===== config.mk =====
export PLATFORM = sky130hd
export DESIGN_NAME = icache_fetch_responder
export DESIGN_NICKNAME = d
export VERILOG_FILES = /design/src/rtl/icache_fetch_responder.sv
export SDC_FILE = /design/constraint.sdc
export NUM_CORES = 1
export LEC_CHECK = 0
export CAP_MARGIN = 10
export CORE_MARGIN = 2
export CORE_UTILIZATION = 60
export CTS_BUF_LIST = sky130_fd_sc_hd__clkbuf_8
export DETAILED_ROUTE_END_ITERATION = 12
export PLACE_DENSITY = 0.78
export SYNTH_ARGS = -nofsm -noshare
export SYNTH_HDL_FRONTEND = slang
export SYNTH_SLANG_ARGS = --single-unit

===== constraint.sdc =====
create_clock -name CLK -period 6.9 [get_ports CLK]
set_clock_uncertainty 0.05 [all_clocks]
set_input_delay 1.38 -clock CLK [delete_from_list [all_inputs] [get_ports CLK]]
set_output_delay 1.38 -clock CLK [all_outputs]
set_load 0.02 [all_outputs]

===== src/rtl/icache_fetch_responder.sv =====
// -----------------------------------------------------------------------------
// icache_fetch_responder
//
// Direct-mapped instruction cache on the responder side of the fetch
// interface. The PC presents imemaddr/imemREN; a hit is answered
// combinationally in the same cycle (ihit doubles as the PC enable). A miss
// issues a single-word read to the memory controller, fills the frame when
// the read completes, spends one FILL cycle, and then the live request is
// looked up again in IDLE and hits if the address is unchanged.
//
// Frames: 2**IDX_BITS frames, each holding a valid bit, a tag and one word.
// Address split: [1:0] ignored, index = [IDX_BITS+1:2], tag = the rest.
//
// Ports:
//   CLK        in   system clock, rising edge
//   nRST       in   asynchronous active-low reset
//   imemREN    in   fetch request, held until ihit
//   imemaddr   in   fetch address (PC)
//   ihit       out  instruction valid this cycle
//   imemload   out  instruction word (0 when ihit is low)
//   iREN       out  read request to memory controller
//   iaddr      out  word-aligned memory read address (0 when iREN is low)
//   iwait      in   memory busy; low means iload is valid this cycle
//   iload      in   memory read data
//
// Optional build macro ICACHE_STATS_EN adds:
//   hit_count  out  cycles with ihit=1 (wraps)
//   miss_count out  IDLE->MISS transitions (wraps)
// -----------------------------------------------------------------------------
module icache_fetch_responder #(
  parameter int IDX_BITS = 4,
  parameter int ADDR_W   = 32
) (
  input  logic              CLK,
  input  logic              nRST,
  input  logic              imemREN,
  input  logic [ADDR_W-1:0] imemaddr,
  output logic              ihit,
  output logic [ADDR_W-1:0] imemload,
  output logic              iREN,
  output logic [ADDR_W-1:0] iaddr,
  input  logic              iwait,
  input  logic [ADDR_W-1:0] iload
`ifdef ICACHE_STATS_EN
  ,
  output logic [31:0]       hit_count,
  output logic [31:0]       miss_count
`endif
);

  localparam int FRAMES = 1 << IDX_BITS;
  localparam int TAG_W  = ADDR_W - IDX_BITS - 2;

  typedef enum logic [1:0] {
    IDLE = 2'd0,
    MISS = 2'd1,
    FILL = 2'd2
  } state_t;

  state_t state_q, state_d;

  // Frame storage.
  logic [FRAMES-1:0] valid_q;
  logic [TAG_W-1:0]  tag_q  [FRAMES];
  logic [ADDR_W-1:0] data_q [FRAMES];

  // Word address of the outstanding miss; the byte offset is always zero.
  logic [ADDR_W-3:0] miss_word_q;

  logic [IDX_BITS-1:0] req_idx;
  logic [TAG_W-1:0]    req_tag;
  logic [IDX_BITS-1:0] fill_idx;
  logic [TAG_W-1:0]    fill_tag;
  logic                lookup_hit;
  logic                start_miss;
  logic                fill_en;

  // Byte offset of the fetch address plays no part in lookup or refill.
  logic unused_addr_bits;
  assign unused_addr_bits = ^imemaddr[1:0];

  assign req_idx  = imemaddr[IDX_BITS+1:2];
  assign req_tag  = imemaddr[ADDR_W-1:IDX_BITS+2];
  assign fill_idx = miss_word_q[IDX_BITS-1:0];
  assign fill_tag = miss_word_q[ADDR_W-3:IDX_BITS];

  assign lookup_hit = valid_q[req_idx] && (tag_q[req_idx] == req_tag);

  // ---------------------------------------------------------------------------
  // Next-state and outputs
  // ---------------------------------------------------------------------------
  // NOTE: every signal gets a default before the case so no path leaves one
  // unassigned, which would otherwise infer a latch.
  always_comb begin
    state_d    = state_q;
    ihit       = 1'b0;
    imemload   = '0;
    iREN       = 1'b0;
    iaddr      = '0;
    start_miss = 1'b0;
    fill_en    = 1'b0;

    case (state_q)
      IDLE: begin
        if (imemREN) begin
          if (lookup_hit) begin
            ihit     = 1'b1;
            imemload = data_q[req_idx];
          end else begin
            start_miss = 1'b1;
            state_d    = MISS;
          end
        end
      end

      MISS: begin
        // Address comes from the latched miss, so a PC redirect while the
        // read is outstanding cannot disturb the memory transaction.
        iREN  = 1'b1;
        iaddr = {miss_word_q, 2'b00};
        if (!iwait) begin
          fill_en = 1'b1;
          state_d = FILL;
        end
      end

      FILL: begin
        // Bubble cycle: the new frame becomes visible to the IDLE lookup.
        state_d = IDLE;
      end

      default: state_d = IDLE;
    endcase
  end

  // ---------------------------------------------------------------------------
  // Control state
  // ---------------------------------------------------------------------------
  // NOTE: sequential state uses non-blocking assignments so all registers
  // update together from the values present before the clock edge.
  always_ff @(posedge CLK or negedge nRST) begin
    if (!nRST) begin
      state_q     <= IDLE;
      valid_q     <= '0;
      miss_word_q <= '0;
    end else begin
      state_q <= state_d;
      if (start_miss) begin
        miss_word_q <= imemaddr[ADDR_W-1:2];
      end
      if (fill_en) begin
        valid_q[fill_idx] <= 1'b1;
      end
    end
  end

  // NOTE: tag and data arrays carry no reset; the cleared valid bits already
  // make their contents unobservable, and leaving them unreset lets them map
  // onto plain storage.
  always_ff @(posedge CLK) begin
    if (fill_en) begin
      tag_q[fill_idx]  <= fill_tag;
      data_q[fill_idx] <= iload;
    end
  end

`ifdef ICACHE_STATS_EN
  // ---------------------------------------------------------------------------
  // Statistics counters, free-running and wrapping.
  // ---------------------------------------------------------------------------
  always_ff @(posedge CLK or negedge nRST) begin
    if (!nRST) begin
      hit_count  <= '0;
      miss_count <= '0;
    end else begin
      if (ihit) begin
        hit_count <= hit_count + 32'd1;
      end
      if (start_miss) begin
        miss_count <= miss_count + 32'd1;
      end
    end
  end
`endif

endmodule


-- Word-level counts from Yosys, hierarchy flattened
Memories as Yosys holds them, arrays and structs flattened.
Cells that the tools add are included.
- flip-flop bits (word level): 48
- latch bits: 0
- RAM bits: 928
- ROM bits: 0
- output and inout port bits: 66
- word-level logic and storage cells: 41
- memories kept: 2
- memory list (name ; depth ; bits a word ; read ports ; clocked after Yosys merged registers in ; wr ports ; RTL line ; RTL):
    data_q ; 16 ; 32 ; 1 ; 0 ; 1 ; 65 ; logic [ADDR_W-1:0] data_q [FRAMES];
    tag_q ; 16 ; 26 ; 1 ; 0 ; 1 ; 64 ; logic [TAG_W-1:0] tag_q [FRAMES];
- add/subtract/negate cells: 0
- multiply operators: 0
- div/mod/pow operators: 0
- magnitude comparators: 3
- eq/ne operators: 5
- shift operators: 0
- multiplexer cells: 23
- bitwise logic cells: 1
- reductions and logical operators: 4
- operator list (kind ; count):
    32-bit two-way mux ; 4
    26-bit == test ; 1
    16-bit OR ; 1
    1-bit two-way mux ; 13
    4-bit by 5-bit less-than comparator with 1-bit output (second input constant) ; 2
    2-bit two-way mux ; 3
    2-bit inequality test (second input constant) ; 3
    1-bit binary-select mux with 4-bit select ; 1
    1-bit demux with 4-bit select ; 1
    4-bit by 1-bit greater-or-equal comparator with 1-bit output (second input constant) ; 1
    2-bit one-hot mux with 2 select lines ; 1
    3-bit AND reduction ; 1
    2-bit by 1-bit == test with 1-bit output (second input constant) ; 1
    1-bit logical AND ; 2
    2-bit logical NOT ; 1

-- Depth between registers and ports, before layout
- word-level depth: 6
- mapped depth: 13

-- Worst setup path before layout
OpenSTA, ideal clock, no wires.
- path kind: input-to-reg
- start: in iwait
- end: reg valid_q[7]
- arrival time: 6416 ps
- slack: 343 ps
- stages: 3
- path buffers: 0
- cell sequence: nand3b_1 > nor3b_1 > or2_2
- word-level cells in the longest chain between the ends: 2
- RTL lines (what ; RTL line ; RTL):
    start, declared ; 42 ; input logic iwait,
    1-bit two-way mux ; 121 ; if (!iwait) begin
    1-bit two-way mux ; 103 ; case (state_q)
    end signal, assigned ; 144 ; valid_q <= '0;
    end signal, assigned by index ; 152 ; valid_q[fill_idx] <= 1'b1;
    end, declared ; 63 ; logic [FRAMES-1:0] valid_q;
Every way passes these cells.
A chain may end at the register's enable or synchronous reset.

-- Final worst setup path
- start: in imemaddr[3]
- end: out imemload[25]
- word-level cells in the longest chain between the ends: 6
- elaborated cells on any way between the ends: 9
- those cells by class: eq/ne (1); mux (5); reduce/logical (1); memory (2)
- RTL lines (what ; RTL line ; RTL):
    start, declared ; 37 ; input logic [ADDR_W-1:0] imemaddr,
    memory read 16 x 26 bit or 1-bit binary-select mux with 4-bit select (tied branches) ; n/a ;
    26-bit == test or 1-bit two-way mux (tied branches) ; 87 ; assign lookup_hit = valid_q[req_idx] && (tag_q[req_idx] == req_tag);
    1-bit logical AND ; 87 ;
    32-bit two-way mux (*) ; 106 ; if (lookup_hit) begin
    32-bit two-way mux (*) ; 105 ; if (imemREN) begin
    32-bit two-way mux (*) ; 103 ;
    end, declared ; 39 ; output logic [ADDR_W-1:0] imemload,
Mark *: on every way between the ends. The rest lies on a longest branch, timed or not. The select of a mux whose other input is x is not followed.

==> flow_summary.yaml <==
clocking:
  cts_made_buffers: 150
  cts_root_buf: "clkbuf_8"
  clockBufferDepth: 3
  cts_tree: "yes"
  clk_pin_slew_ns: 0.06
  htreeDepth: 4
  cts_setup_buffers: 0
  cts_resized: 0
  numClockSinks: 976
  postCtsHoldBufs: 0
  clock_latency_ns: 0.79
synth:
  synth_common_cells: "edfxtp_1, mux4_2, mux2i_1"
  synth_seq_area_share: 0.7674
  async_reset_ff_frac: 0.04918
  syn_inst: 1637
  post-synth-top-area-cell: "edfxtp_1"
  synth_area_sq_um: 37880
  synth-edff-count: 928
  synth_cell_types: 44
  syn_avg_cell_area_sq_um: 23.14
  synth_area_leaders: "edfxtp_1, mux4_2, dfrtp_1"
  synth_most_common_cell: "edfxtp_1"
  ys_ff_latch: 976
  synth_top_cell_area_share: 0.7357
  yosys_warnings: 0
  synth_flop_cell: "edfxtp_1"
global_routing:
  grt_max_degree: 74
  antenna_found_initial: 5
  grt-ovfl-total: 0
  grt_first_pass_wirelength_mm: 120.1
  grtUsageTotal: 0.2626
  first_global_vias: 18480
sta:
  hold_slack_ns: 0.4152
  finalSetupViolCount: 0
  period_needed_ns: 6.673
  tightest_slew_ns: 1.170
  hold_viol: 0
  grt_setup_unrepaired: "no"
  max_freq_mhz: 149.9
  fin_crit_sh: 0.9672
  relSlewSlack: 0.2182
  drv_slew: 0
  fin_setup_tns_ns: 0
critical_path:
  required_ns: 5.47
  reg2reg_setup_slack_ns: 3.02
  rr_worst_depth: 6
  critPathMaxFanout: 46
  worst_r2r_startpoint: "state_q[1]"
  reg2reg_to: "data_q[9][10]"
  arrival_ns: 5.24
  worst_setup_path_start_kind: "input port"
  crit_type: "input port to output port"
  endpoint_kind: "output port"
routing:
  first_pass_iters: 5
  drt-initial-drc-count: 1712
  ant_nets: 0
  vias_per_cell: 6.249
  routed_wl_mm: 81.65
  routed-via-count: 17850
  wl_per_cell_microns: 28.59
  drcViolationCount: 0
place:
  io_buffers: 129
  finalWeightedCongestion: 0.7449
  hpwl_mm: 43.19
final_layout:
  area_growth_pct: 14.41
  fillers: 3714
  final_nets: 1969
  drive_gt1_frac: 0.2970
  final_util: 0.6907
  register_area_sq_um: 29070
  multiInputGateArea_sq_um: 8474
run:
  drv_cap: 0
status:
  outcome: "finished clean"
power_and_ir_drop:
  ir_worst_vdd_mv: 0.2378
  leakagePower_nw: 14.16
  power_density_nw_per_um2: 306.1
die:
  rows: 92
  start_util: 0.6037
  die_area_sq_um: 65150
  core_sq_um: 62740
  die_w_microns: 255.3
  ios: 134
  die_h_microns: 255.3
worst_hold_path:
  hp-class: "flip-flop to flip-flop"
  hold_path_end: "valid_q[3]"
  hold_depth: 1
  hold_path.startpoint: "valid_q[3]"
[layout by cell type, fill, tap and decap left out, types with 13 or more instances in the layout]
master	count
and2_1	30
buf_4	56
clkbuf_8	155
clkdlybuf4s50_1	123
clkinv_1	21
clkinv_2	17
dfrtp_1	48
edfxtp_1	928
inv_1	50
mux2_4	29
mux2i_1	56
mux4_2	263
nand2_1	20
nand3_1	14
nor2b_1	38
or2_2	17
xnor2_1	21
xor2_1	13
[per-layer routing]
layer,GRT usage,part of all wire,vias up
met5,0,0.00033,-
met2,0.4349,0.51,799
met1,0.3488,0.38,9502
met3,0.05970,0.081,131
met4,0.09307,0.023,4
li1,-,-,7412
[flip-flops by register name, indices dropped and copies added (netlist names)]
signal	count
valid_q	16
tag_q	416
data_q	512
miss_word_q	30
state_q	2
[logic make-up after synthesis]
logic type,after synthesis,share of synthesized area
other,1,0.00009901
AO/OA/AOI/OAI,28,0.005583
multiplexers,349,0.1830
AND/OR/NAND/NOR,161,0.02395
XOR/XNOR,34,0.007862
flip-flops,976,0.7674
buffers and inverters,88,0.01209
[stage by stage]
stage | cell area (sq um) | setup WS [ns] | power, mW | std cells
floorplan | 37880 | 0.3431 | 8.285 | 1638
global placement | 40560 | 0.3101 | 8.838 | 2595
detailed placement | 40560 | 0.3049 | 8.921 | 2595
CTS | 43320 | 0.2472 | 13.36 | 2853
global route | 43330 | 0.01999 | 13.73 | 2854
finish | 43330 | 0.2266 | 13.27 | 2856
[how the worst max path moves through the flow]
stage,endpoint,slack (ns),cells past startpoint,startpoint
floorplan,valid_q[7],0.34,3,iwait
global placement,imemload[25],0.31,13,imemaddr[3]
detailed placement,imemload[25],0.30,13,imemaddr[3]
CTS,imemload[25],0.25,13,imemaddr[3]
global route,imemload[15],0.02,13,imemaddr[3]
finish,imemload[25],0.23,13,imemaddr[3]
[report_power, final]
group / total [mW] / switching, mW / internal, mW
clock network: 4.47 / 2.14 / 2.33
registers: 7.53 / 0.402 / 7.13
logic: 1.26 / 0.658 / 0.605
total: 13.3 / 3.20 / 10.1
[worst max-delay path, stage by stage]
cell,delay (ns)
clkbuf_8,0.48
buf_12,0.26
mux4_2,0.22
mux2i_1,0.08
mux2i_1,0.43
o221a_2,0.30
nand4_1,0.13
nor4_2,0.46
nand4b_1,0.25
buf_12,0.23
buf_12,0.17
nor2b_1,0.15
clkdlybuf4s50_1,0.63
[cell type report]
class | instances | share of cell area
timing repair buffer | 196 | 0.04490
clock inverter | 104 | 0.01490
inverter | 3 | 0.0003176
clock buffer | 154 | 0.04891
tap | 846 | 0.02443
antenna | 3 | 0.0001732
multi-input combinational | 574 | 0.1956
sequential | 976 | 0.6708
(Power assumes the default switching activity.)
